==> src/rtl/sm4_key_ctrl.sv <==
// SM4 key-schedule controller: hands the master key to the expansion pipeline,
// banks the 32 returned round keys and streams them in encrypt or decrypt order.
//   state  | meaning
//   IDLE   | no valid schedule, ready for a key
//   EXPAND | waiting for RK_READY_i, bounded by TIMEOUT
//   LOADED | bank holds a schedule, ready for a key or a stream request
//   STREAM | emitting 32 consecutive round keys
module sm4_key_ctrl #(
    parameter int TIMEOUT = 40
) (
    input  logic          CLK_i,
    input  logic          RST_N_i,
    input  logic [127:0]  KEY_i,
    input  logic          KEY_VALID_i,
    output logic          KEY_READY_o,
    output logic [127:0]  MK_o,
    output logic          MK_VALID_o,
    input  logic [1023:0] RK_i,
    input  logic          RK_READY_i,
    input  logic          RK_REQ_i,
    input  logic          DEC_i,
    output logic [31:0]   RK_o,
    output logic          RK_VALID_o,
    output logic          RK_LAST_o,
    output logic          KEY_LOADED_o,
    output logic          ERR_o
);

    typedef enum logic [1:0] {
        IDLE   = 2'd0,
        EXPAND = 2'd1,
        LOADED = 2'd2,
        STREAM = 2'd3
    } state_t;

    localparam logic [5:0] LAST_WAIT = 6'(TIMEOUT - 1);

    state_t      state;
    logic [5:0]  wait_cnt;
    logic [4:0]  idx;
    logic        dec_lat;
    logic [31:0] bank [32];
    logic        key_xfer;
    logic        bank_wr;

    assign KEY_READY_o = (state == IDLE) || (state == LOADED);
    assign key_xfer    = KEY_VALID_i & KEY_READY_o;
    assign bank_wr     = RST_N_i && (state == EXPAND) && RK_READY_i;

    always_ff @(posedge CLK_i) begin
        if (!RST_N_i) begin
            state        <= IDLE;
            MK_o         <= '0;
            MK_VALID_o   <= 1'b0;
            RK_o         <= '0;
            RK_VALID_o   <= 1'b0;
            RK_LAST_o    <= 1'b0;
            KEY_LOADED_o <= 1'b0;
            ERR_o        <= 1'b0;
            wait_cnt     <= '0;
            idx          <= '0;
            dec_lat      <= 1'b0;
        end else begin
            MK_VALID_o <= 1'b0;
            RK_VALID_o <= 1'b0;
            RK_LAST_o  <= 1'b0;
            // A key load outranks a stream request arriving in the same LOADED cycle.
            if (key_xfer) begin
                MK_o         <= KEY_i;
                MK_VALID_o   <= 1'b1;
                wait_cnt     <= '0;
                KEY_LOADED_o <= 1'b0;
                ERR_o        <= 1'b0;
                state        <= EXPAND;
            end else begin
                case (state)
                    IDLE: begin
                        state <= IDLE;
                    end
                    EXPAND: begin
                        if (wait_cnt != 6'd63) begin
                            wait_cnt <= wait_cnt + 6'd1;
                        end
                        if (RK_READY_i) begin
                            KEY_LOADED_o <= 1'b1;
                            state        <= LOADED;
                        end else if (wait_cnt == LAST_WAIT) begin
                            ERR_o <= 1'b1;
                            state <= IDLE;
                        end
                    end
                    LOADED: begin
                        if (RK_REQ_i) begin
                            dec_lat <= DEC_i;
                            idx     <= '0;
                            state   <= STREAM;
                        end
                    end
                    STREAM: begin
                        // For a 5-bit index, 31-idx is simply its complement.
                        RK_o       <= bank[dec_lat ? ~idx : idx];
                        RK_VALID_o <= 1'b1;
                        RK_LAST_o  <= (idx == 5'd31);
                        idx        <= idx + 5'd1;
                        if (idx == 5'd31) begin
                            state <= LOADED;
                        end
                    end
                    default: begin
                        state <= IDLE;
                    end
                endcase
            end
        end
    end

    always_ff @(posedge CLK_i) begin
        if (bank_wr) begin
            for (int i = 0; i < 32; i++) begin
                bank[i] <= RK_i[1023 - 32*i -: 32];
            end
        end
    end

endmodule

==> config.mk <==
export PLATFORM = sky130hd
export DESIGN_NAME = sm4_key_ctrl
export DESIGN_NICKNAME = d
export VERILOG_FILES = /design/src/rtl/sm4_key_ctrl.sv
export SDC_FILE = /design/constraint.sdc
export NUM_CORES = 1
export LEC_CHECK = 0
export CAP_MARGIN = 40
export CORE_AREA = 4 4 512 514
export CTS_CLUSTER_DIAMETER = 100
export DETAILED_ROUTE_END_ITERATION = 12
export DIE_AREA = 0 0 516 518
export GPL_ROUTABILITY_DRIVEN = 0
export PLACE_DENSITY = 0.44
export SLEW_MARGIN = 10
export SYNTH_ARGS = -nofsm -noshare
export SYNTH_HDL_FRONTEND = slang
export SYNTH_SLANG_ARGS = --single-unit
export TNS_END_PERCENT = 50
==> constraint.sdc <==
create_clock -name CLK_i -period 94 [get_ports CLK_i]
set_clock_uncertainty 0.2 [all_clocks]
set_input_delay 14.1 -clock CLK_i [delete_from_list [all_inputs] [get_ports CLK_i]]
set_output_delay 14.1 -clock CLK_i [all_outputs]
set_load 0.02 [all_outputs]
Word level (Yosys, flattened, before mapping)
Memories as Yosys holds them, arrays and structs flattened. A register that Yosys moved wholly into a read port is not among the register bits.
Index checks and enable logic that the tools add are counted.
{"block": "totals", "ff_bits": 147, "ramBits": 1024, "input_bits": 1158, "out_inout_bits": 166, "mem_count": 1}
{"memory": "bank", "words": 32, "word_bits": 32, "read_ports": 1, "rd_ports_with_merged_regs": 1, "write_ports": 32, "line_no": "42", "text": "logic [31:0] bank [32];"}
{"block": "op_classes", "addsub": 2, "eq_ne": 12, "n_mux": 13, "bitwise_logic": 6, "n_reduce_logical": 16}
{"op": "3-bit AND reduction", "count": 5}
{"op": "5-bit two-way mux", "count": 2}
{"op": "5-bit case mux with 2 select lines", "count": 1}
{"op": "2-bit two-way mux", "count": 4}
{"op": "2-bit case mux with 4 select lines", "count": 1}
{"op": "6-bit by 1-bit adder with 6-bit output (second input constant)", "count": 1}
{"op": "6-bit == test (second input constant)", "count": 1}
{"op": "3-bit != test (second input constant)", "count": 2}
{"op": "6-bit != test (second input constant)", "count": 1}
{"op": "2-bit AND reduction", "count": 3}
{"op": "5-bit by 1-bit adder with 5-bit output (second input constant)", "count": 1}
{"op": "5-bit == test (second input constant)", "count": 1}
{"op": "1-bit two-way mux", "count": 5}
{"op": "5-bit inverter", "count": 1}
{"op": "2-bit == test (second input constant)", "count": 2}
{"op": "2-bit != test (second input constant)", "count": 2}
{"op": "4-bit by 3-bit != test with 1-bit output (second input constant)", "count": 1}
{"op": "1-bit inverter", "count": 4}
{"op": "3-bit by 2-bit != test with 1-bit output (second input constant)", "count": 1}
{"op": "3-bit OR reduction", "count": 1}
{"op": "2-bit by 1-bit == test with 1-bit output (second input constant)", "count": 1}
{"op": "1-bit logical AND", "count": 2}
{"op": "2-bit logical NOT", "count": 1}
{"op": "2-bit nonzero test", "count": 1}
{"op": "other kinds (4)", "count": 4}

Logic depth before layout (Yosys ltp)
Gate-level depths: netlist of run 1.
{"block": "logic_depth", "word_depth": 5, "ltp_mapped": 9, "ltp_nobuf": 6}

Least setup slack after synthesis of run 1
Ideal clock, no wire load.
{"block": "synth_timing", "kind": "input to register", "startpoint": "input RST_N_i", "endpoint": "memory bank[0][0], enable pin", "setup_time_ps": 1542, "t_arrival_ps": 37735, "required_ps": 92258, "setup_slack_ps": 54522, "path_stages": 2, "n_path_buf": 1, "cell_sequence": "clkbuf_1 -> and3_1"}
{"element": "from (decl)", "line_no": "12", "text": "input logic RST_N_i,"}
{"element": "to (decl)", "line_no": "42"}

==> run_results.csv, run 1 <==
group,metric,value,unit
status,status,"complete, no violations",
routing,vias_per_cell,4.87,
routing,drt_iter0_markers,3975,
yosys,synth_top_family_by_area,"multiplexers",
yosys,synth_seq_area_share,63.9,%
global_routing,grt_overflow_total,0,
timing,fin_ws,75.61,ns
pwr,power_density,17.1,nW/um^2
yosys,yosys.area_share.simple,5.68,%
yosys,synth_seq_cells,1203,
critical_path,critPathCaptureType,"register",
critical_path,setup.worst_path.class,"primary input to register",
clocking,cts_resized,0,
global_routing,antenna_found_initial,133,
critical_path,critPathLaunchType,"primary input",
routing,ant_nets,0,
placement,place.detailed.hpwl,217000,um
run,maxCapViolations,0,
clocking,cts_buffer_depth,3,
critical_path,max_stage_delay,0.70,ns
routing,post-route-drc-count,0,
critical_path,crit_path_max_fanout,66,
timing,final_max_slew_viol_count,0,
critical_path,crit_arrival,18.65,ns
cells_and_area,layout-drive-gt1-share,11.8,%
floorplanning,row_count,186,
global_routing,grt_max_degree,105,
yosys,yosys.area.top_type_share,57.2,%
yosys,yosys.area.top_type,"edfxtp_1",
yosys,synth_xor_area_share,0.0978,%
timing,setup_viol,0,
yosys,ys_warn_count,0,
yosys,syn_avg_cell_area,14.6,sq um
yosys,ys_async_sr_fraction,0,%
floorplanning,initial_core_util,20.9,%
yosys,synth_cells,3686,
floorplanning,die_width,516,um
placement,numPortBuffers,1323,
yosys,synth_compound_area_share,13.2,%
timing,hold_violations,0,
clocking,path_clk_slew,0.05,ns
yosys,synth-edff-count,1024,
clocking,hold_buffers,0,
pwr,p_leak,23.8,nW
floorplanning,die_h,518,um
yosys,synthMuxAreaShare,14.1,%
yosys,ys_types,60,
cells_and_area,syn2layout_area_growth,41.8,%
clocking,postCtsSetupBuffers,0,
yosys,synth_ff_type,"edfxtp_1",
timing,timing.final.crit_share,19.6,%
routing,dr_total_vias,41500,
clocking,cts_htree_levels,4,
global_routing,grt_pass1_vias,42100,
cells_and_area,design_area,76200,sq um
floorplanning,die_area,267000,sq um
floorplanning,io_pins,1324,
critical_path,critPathSlowestCell,"and3_4",
timing,worstMarginPinSlew,0.996,ns
global_routing,grt_pass1_wl,371000,um
global_routing,track_usage,20.3,%
timing,rsz0062_at_grt,"no",
pwr,vdd_drop_max,0.0000153,V
clocking,tritoncts,"done",
critical_path,cpMostUsedCell,"buf_4",
hold_path,hp-class,"register to register",
clocking,cts_buffers,152,
critical_path,critPathRequiredTime,94.26,ns
timing,hold_ws,0.276,ns
yosys,synthTopCellsByArea,"edfxtp_1, mux4_2, dfxtp_1",
cells_and_area,seqCellArea,34300,sq um
placement,post-place-ws,74.46,ns
yosys,synthesis.area,53700,sq um
placement,place_area,71100,sq um
routing,wl_per_cell,33.4,um
cells_and_area,num-fill-cells,25700,
clocking,root_buffer,"clkbuf_16",
routing,drt_pass1_iterations,8,
yosys,synth-adder-area-share,0.0699,%
floorplanning,core_area,257000,sq um
timing,setup_tns,0,ns
yosys,syn_nets,4847,
critical_path,path_cells,"buf_2 -> buf_4 -> and3_4 -> buf_4 -> buf_16 -> buf_4 -> buf_4 -> buf_16 -> buf_4 -> buf_16 -> buf_4 -> buf_16",
timing,timing.fmax,0.0544,GHz
timing,slew-limit-headroom,33.6,%
clocking,clock_sinks,1203,
routing,totalWireLength,284000,um
cells_and_area,multiInputGateArea,17900,sq um
timing,min_period,18.39,ns
clocking,clock_latency,0.80,ns
cells_and_area,final_nets,6111,
-- metal layers --
metal,share of wire (%),track usage [%]
met5,0.18,0
met1,36,22.0
met4,4.9,9.14
met2,52,36.8
met3,7.4,5.33
-- placed cells by master, fill, tap and decap left out, types with 15 or more instances in the layout --
cell / instances
clkdlybuf4s50_1: 1322
edfxtp_1: 1024
nor2_1: 360
o22ai_1: 322
mux2i_1: 319
mux4_2: 192
dfxtp_1: 176
o21ai_0: 154
clkbuf_16: 153
a22o_1: 128
o211ai_1: 94
buf_4: 93
a222oi_1: 62
diode_2: 55
nand2_1: 47
nand3_1: 36
a21oi_1: 36
nor3_1: 35
clkbuf_1: 34
nand2b_1: 33
and3_1: 32
a22oi_1: 32
a221oi_1: 31
nor3b_1: 31
a221o_1: 31
nor3_2: 30
a32oi_1: 30
o2111a_1: 30
clkinv_1: 30
clkinv_2: 18
buf_16: 15
-- cell families (layout without fill, tap and decap cells) --
| kind of cell | after synthesis | in the layout |
|---|---|---|
| AOI/OAI and AO/OA | 980 | 980 |
| muxes | 515 | 515 |
| other | 0 | 55 |
| adders and majority gates | 3 | 3 |
| and+or+nand+nor | 641 | 641 |
| xor gates and xnor gates | 6 | 6 |
| buffers and inverters | 338 | 1721 |
| DFF | 1203 | 1203 |
-- flip-flops by register name (all words and copies together) (netlist names) --
signal / flops
state: 2
MK_o: 128
wait_cnt: 6
bank: 1024
MK_VALID_o: 1
dec_lat: 1
idx: 5
RK_VALID_o: 1
ERR_o: 1
RK_o: 32
KEY_LOADED_o: 1
RK_LAST_o: 1
-- final timing paths --
kind / from / end / slack, ns / cells after the start
worst max-delay path: RST_N_i / bank[2][27] / 75.61 / 12
worst min-delay path: MK_o[20] / MK_o[20] / 0.28 / 1
worst max register to register: idx[1] / RK_o[30] / 88.45 / 9
worst min register to register: MK_o[20] / MK_o[20] / 0.28 / 1
-- Yosys cell counts (4+ instances only) --
| master | count |
|---|---|
| dfxtp_1 | 179 |
| mux2i_1 | 319 |
| a22o_1 | 128 |
| mux2_2 | 4 |
| nor2_1 | 362 |
| nor3_1 | 35 |
| a222oi_1 | 62 |
| a22oi_1 | 32 |
| xor2_1 | 5 |
| nor3_2 | 30 |
| a221oi_1 | 33 |
| o21ai_0 | 154 |
| nand3_1 | 37 |
| mux4_2 | 192 |
| and3_1 | 34 |
| clkbuf_1 | 181 |
| nand2_1 | 52 |
| buf_4 | 29 |
| o22ai_1 | 322 |
| o2111a_1 | 30 |
| buf_1 | 19 |
| o21ai_1 | 7 |
| edfxtp_1 | 1024 |
| a32oi_1 | 30 |
| buf_2 | 89 |
| buf_6 | 15 |
| nor2b_1 | 6 |
| nand2b_1 | 37 |
| a221o_1 | 31 |
| o211ai_1 | 94 |
| nor3b_1 | 31 |
| a21oi_1 | 36 |
-- power breakdown --
| part | leakage (nW) | internal [W] | switching [W] |
|---|---|---|---|
| combinational | 10.6 | 0.0000667 | 0.0000525 |
| clock | 2.37 | 0.000333 | 0.000247 |
| sequential | 10.8 | 0.000597 | 0.00000934 |
-- layout make-up --
| class | instances | share of cell area (%) |
|---|---|---|
| Tap cell | 3384 | 5.56 |
| Clock buffer | 192 | 5.28 |
| Inverter | 4 | 0.0263 |
| Clock inverter | 81 | 1.15 |
| Sequential cell | 1203 | 45.1 |
| Antenna cell | 55 | 0.181 |
| Multi-Input combinational cell | 2145 | 23.5 |
| Timing Repair Buffer | 1444 | 19.2 |
-- stage by stage --
step	cells	util, %	total power (W)
after detailed placement	8178	27.7	0.000737
after floorplan	3686	-	0.000667
after CTS	8451	29.6	0.00132
final	8508	29.6	0.00131
after global routing	8479	29.6	0.00135
after global placement	8150	27.5	0.000735
-- critical path, delay by kind of cell --
kind | cells | cell delay, ns
buffers and inverters | 11 | 3.56
AND/OR/NAND/NOR | 1 | 0.70
Note: power is estimated with default switching activity, not from simulation.
==> run 2: changes to the inputs <==
- CORE_AREA: 4 4 512 514 -> 4 4 513 515
- DIE_AREA: 0 0 516 518 -> 0 0 517 519
- PLACE_DENSITY: 0.44 -> 0.46
- clock period: 94 -> 15 ns (I/O delays scaled with it)
==> run_results.csv, run 2 (synthesis results as in run 1) <==
group,metric,value,unit
timing,slew-limit-headroom,19.9,%
floorplanning,core_area,259000,sq um
routing,post-route-drc-count,0,
floorplanning,initial_core_util,20.8,%
global_routing,grt_pass1_wl,368000,um
global_routing,grt_pass1_vias,42200,
clocking,tritoncts,"done",
cells_and_area,largest_reg_flops,1024,
floorplanning,die_area,268000,sq um
critical_path,cp_num_buf_inv,5,
timing,timing.fmax,0.167,GHz
clocking,postCtsSetupBuffers,0,
clocking,hold_buffers,0,
routing,drt_iter0_markers,4153,
cells_and_area,final_common_cell,"clkdlybuf4s50_1",
global_routing,track_usage,20.1,%
status,status,"complete, no violations",
timing,setup_tns,0,ns
timing,setup_viol,0,
pwr,power_density,109,nW/um^2
critical_path,setup.worst_path.class,"primary input to register",
routing,dr_total_vias,41200,
timing,rsz0062_at_grt,"no",
cells_and_area,final_cell_mix,"clkdlybuf4s50_1, edfxtp_1, nor2_1",
cells_and_area,largest_register,"bank",
clocking,clock_latency,0.81,ns
timing,timing.final.crit_share,40.0,%
placement,place.detailed.hpwl,213000,um
timing,worstMarginPinSlew,1.20,ns
critical_path,critPathCaptureType,"register",
cells_and_area,reg_top3,"bank: 1024 flops, MK_o: 128 flops, RK_o: 32 flops",
floorplanning,die_width,517,um
clocking,path_clk_slew,0.06,ns
placement,numPortBuffers,1323,
critical_path,critPathSlowestCell,"and3_4",
clocking,clock_sinks,1203,
routing,vias_per_cell,4.84,
clocking,cts_htree_levels,4,
pwr,vdd_drop_max,0.0000929,V
floorplanning,die_h,519,um
timing,final_max_slew_viol_count,0,
clocking,cts_buffer_depth,3,
timing,min_period,6.00,ns
critical_path,crit_path_max_fanout,156,
cells_and_area,syn2layout_area_growth,41.5,%
critical_path,max_stage_delay,0.85,ns
cells_and_area,layout-drive-gt1-share,11.9,%
routing,wl_per_cell,33.1,um
critical_path,crit_arrival,6.20,ns
routing,totalWireLength,281000,um
global_routing,grt_overflow_total,0,
floorplanning,io_pins,1324,
routing,drt_pass1_iterations,8,
run,maxCapViolations,0,
floorplanning,row_count,187,
timing,hold_ws,0.268,ns
timing,hold_violations,0,
global_routing,grt_max_degree,175,
clocking,root_buffer,"clkbuf_16",
clocking,cts_buffers,151,
clocking,cts_resized,0,
pwr,fin_total_pwr,0.00829,W
hold_path,hp-class,"register to register",
critical_path,path_cells,"buf_2 -> buf_4 -> and3_4 -> buf_4 -> buf_12 -> buf_12",
cells_and_area,num-fill-cells,26000,
global_routing,antenna_found_initial,80,
routing,ant_nets,0,
critical_path,critPathTopFamily,"buffers and inverters",
pwr,p_leak,23.7,nW
critical_path,critPathLaunchType,"primary input",
cells_and_area,final_nets,6099,
critical_path,critPathRequiredTime,15.20,ns
-- run 2: layout make-up --
cell class                 instances  area (sq um)  share of cell area [%]
antenna                           48           120                   0.158
clock buffer                     193          4020                    5.28
clock inverter                    85          1010                    1.33
inverter                           4          20.0                  0.0263
multi-input combinational       2145         18000                    23.6
sequential                      1203         34300                    45.2
tap                             3402          4260                    5.60
timing repair buffer            1433         14300                    18.8
-- run 2: path summary, 6_finish.rpt --
path / startpoint / end / slack (ns) / cells after the start
setup / recovery: RST_N_i / bank[28][22] / 9.00 / 6
hold / removal: ERR_o / ERR_o / 0.27 / 2
setup reg to reg: idx[1] / RK_o[11] / 9.74 / 9
hold reg to reg: ERR_o / ERR_o / 0.27 / 2
-- run 2: worst register-to-register path, cell delays in order, from the launching register on --
cell and delay (ns):
dfxtp_4 0.76, buf_12 0.50, buf_12 0.62, buf_4 0.75
buf_16 0.30, mux4_2 0.56, a21oi_1 0.14, and3_1 0.54
nand3_1 0.52, o2111a_1 0.30
-- run 2: per-layer routing --
layer	track usage [%]	share of wire, %	up-vias
met5	0	0.076	-
met4	12.6	6.9	38
met3	4.23	6.9	480
met2	35.5	51	2170
met1	21.7	35	20900
li1	-	-	17600
-- run 2: through the flow --
| step | worst slack, ns | cell area (sq um) | cells | utilization [%] |
|---|---|---|---|---|
| floorplan | 4.59 | 53700 | 3686 | - |
| global placement | 8.29 | 70600 | 8167 | 27.3 |
| detailed placement | 8.21 | 70900 | 8187 | 27.4 |
| CTS | 9.07 | 75900 | 8465 | 29.3 |
| global route | 8.87 | 76000 | 8491 | 29.4 |
| finish | 9.00 | 76000 | 8513 | 29.4 |
-- run 2: power by group --
part / switching (W) / internal, W / leakage (nW)
combinational: 0.000348 / 0.000416 / 10.6
sequential: 0.0000587 / 0.00374 / 10.8
clock: 0.00158 / 0.00215 / 2.42
total: 0.00198 / 0.00630 / 23.7
==> RTL edit (flow settings as in run 2) <==
Reset style: asynchronous (`RST_N_i`), changed in one clocked block.
--- a/src/rtl/sm4_key_ctrl.sv
+++ b/src/rtl/sm4_key_ctrl.sv
@@ -47,7 +47,7 @@
     assign key_xfer    = KEY_VALID_i & KEY_READY_o;
     assign bank_wr     = RST_N_i && (state == EXPAND) && RK_READY_i;
 
-    always_ff @(posedge CLK_i) begin
+    always_ff @(posedge CLK_i or negedge RST_N_i) begin
         if (!RST_N_i) begin
             state        <= IDLE;
             MK_o         <= '0;
Check against the original RTL: not settled (the Yosys comparison gave no result); the edit may change what the design does.
==> RTL edit against run 2 <==
Synthesized area decreased by 0.86%. Core utilization decreased by 0.17 points. Via count increased by 9.7%. Hold slack improved by 5.0 ps. Wire length increased by 6.9%. Worst setup slack improved by 270 ps. Design area decreased by 0.59%. Sequential cell count unchanged. Cell count increased by 5.7%. Fmax increased by 4.7%. Largest cell class unchanged.
Power is not compared: it rests on default switching activity, and its combinational part moved more than twofold at a synthesized area within 25%.
==> RTL edit: results (changes against run 2) <==
metric	value	unit	change
port_buffers	1323		unchanged
synth_cells	4192		+14%
synth_edf_count	1024		unchanged
critPathMaxStageDelay	790	ps	-60 ps
grt_pass1_wl	392000	µm	+6.5%
synthesis.nets	5353		+10%
intPower	8700	µW	
synth_area_leaders	edfxtp_1 58%, dfrtp_1 8.4%, o221ai_1 6.3%		
grt_pass1_vias	44500		+5.4%
ctsResizeCount	0		unchanged
grt_usage	21.3	%	+1.3 points
crit_fanout	168		+7.7%
path_clk_slew	60	ps	about the same
cts_root_buf	clkbuf_16		
cts_inserted_buffers	152		+0.66%
nFillCells	26200		+0.91%
place_ws	8520	ps	+311 ps
critPathTopFamily	buffers and inverters		
placed_cells_incl_taps	8646		+5.6%
ir_drop	0.159	mV	
tightest_slew	1160	ps	-44.8 ps
reg_top3	bank x1024, MK_o x128, RK_o x32		
detail-route-antenna-nets	0		unchanged
cts_max_path_buffers	3		unchanged
final_nets	6561		+7.6%
htree_levels	4		unchanged
post_cts_buffers	0		unchanged
drt_wl_total	301000	µm	+6.9%
yosys_warnings	0		unchanged
worst_ep_arrival_time	5930	ps	-270 ps
grt_max_degree	199		+14%
hpwl	228000	µm	+6.6%
status	completed		
ys_seq_area_share	66.1	%	+2.2 points
min_path_type	flip-flop to flip-flop		
clk_latency	810	ps	about the same
drt-wirelength-per-cell	33.4	µm	+1.1%
synthDistinctLibCells	62		+3.3%
synth_commonest_cells	1024 x edfxtp_1, 524 x nand2_1, 383 x o221ai_1		
grt_antenna_before_repair	153		+91%
cts_hold_buf	0		unchanged
vias	45200		+9.7%
first_pass_iters	8		unchanged
async_flop_share	14.9	%	+15 points
drt_iter0_markers	5166		+24%
cp_slowest_cell	buf_4		
drive_gt1_share	7.73	%	-4.1 points
rr_worst_depth	11		+2
hold_depth	2		unchanged
p_leak	0.0245	µW	
## RTL edit: path summary, 6_finish.rpt
check | from | end | slack (ps)
setup / recovery | RK_READY_i | bank[13][9] | 9270
hold / removal | MK_o[102] | MK_o[102] | 270
setup reg to reg | idx[1] | RK_o[31] | 9610
hold reg to reg | MK_o[102] | MK_o[102] | 270
max in group asynchronous | RST_N_i | idx[2] | 12280
min in group asynchronous | RST_N_i | MK_o[4] | 1150
## RTL edit: worst reg2reg max path: stages (launching register included)
cell      delay, ps
dfrtp_4         850
buf_4           620
buf_4           510
buf_12          290
buf_4           670
buf_4           750
o221ai_1        310
o31ai_1         120
a32o_1          160
a221o_1         410
nand2_1         190
a31oi_1         220
## RTL edit: cell type report
cell class	instances	area share, %
Inverter	9	0.0778
Clock inverter	78	1.19
Clock buffer	197	5.37
Tap cell	3402	5.63
Antenna cell	78	0.258
Multi-Input combinational cell	2572	21.6
Timing Repair Buffer	1462	19.3
Sequential cell	1203	46.6
## RTL edit: power groups by stage
stage,combinational (µW),sequential [µW],clock [µW]
6_report,7320,4640,3700
5_1_grt,7770,4680,3930
2_1_floorplan,3490,4920,0
4_1_cts,7440,4640,3810
3_3_place_gp,7240,4700,0
3_5_place_dp,7420,4700,0
## RTL edit: logic make-up (layout without fill, tap and decap cells)
logic type	Yosys count	count (layout)	share of synthesized area, %
other	0	78	0
and+or+nand+nor	986	986	8.46
buffers and inverters	417	1746	3.56
adders and majority gates	3	3	0.0705
muxes	6	6	0.120
DFF	1203	1203	66.1
xor gates and xnor gates	6	6	0.0987
AOI/OAI and AO/OA	1571	1571	21.5
## RTL edit: through the flow
stage          power, µW  cell area, µm²  setup TNS [ps]  hold WS [ps]
2_1_floorplan       8410           53300        -3098250           277
3_3_place_gp       11900           69800               0           256
3_5_place_dp       12100           70400               0           261
4_1_cts            15900           75400               0           276
5_1_grt            16400           75500               0           291
6_report           15700           75600               0           273
## RTL edit: layer usage
layer | vias up | global-route usage [%] | part of all wire [%] | routed length (µm)
met5 | - | 0 | 0.15 | 456
met4 | 72 | 10.5 | 4.9 | 14600
met3 | 555 | 5.24 | 7.8 | 23400
met2 | 2553 | 35.1 | 48 | 144000
met1 | 22700 | 25.9 | 39 | 119000
li1 | 19300 | - | - | -
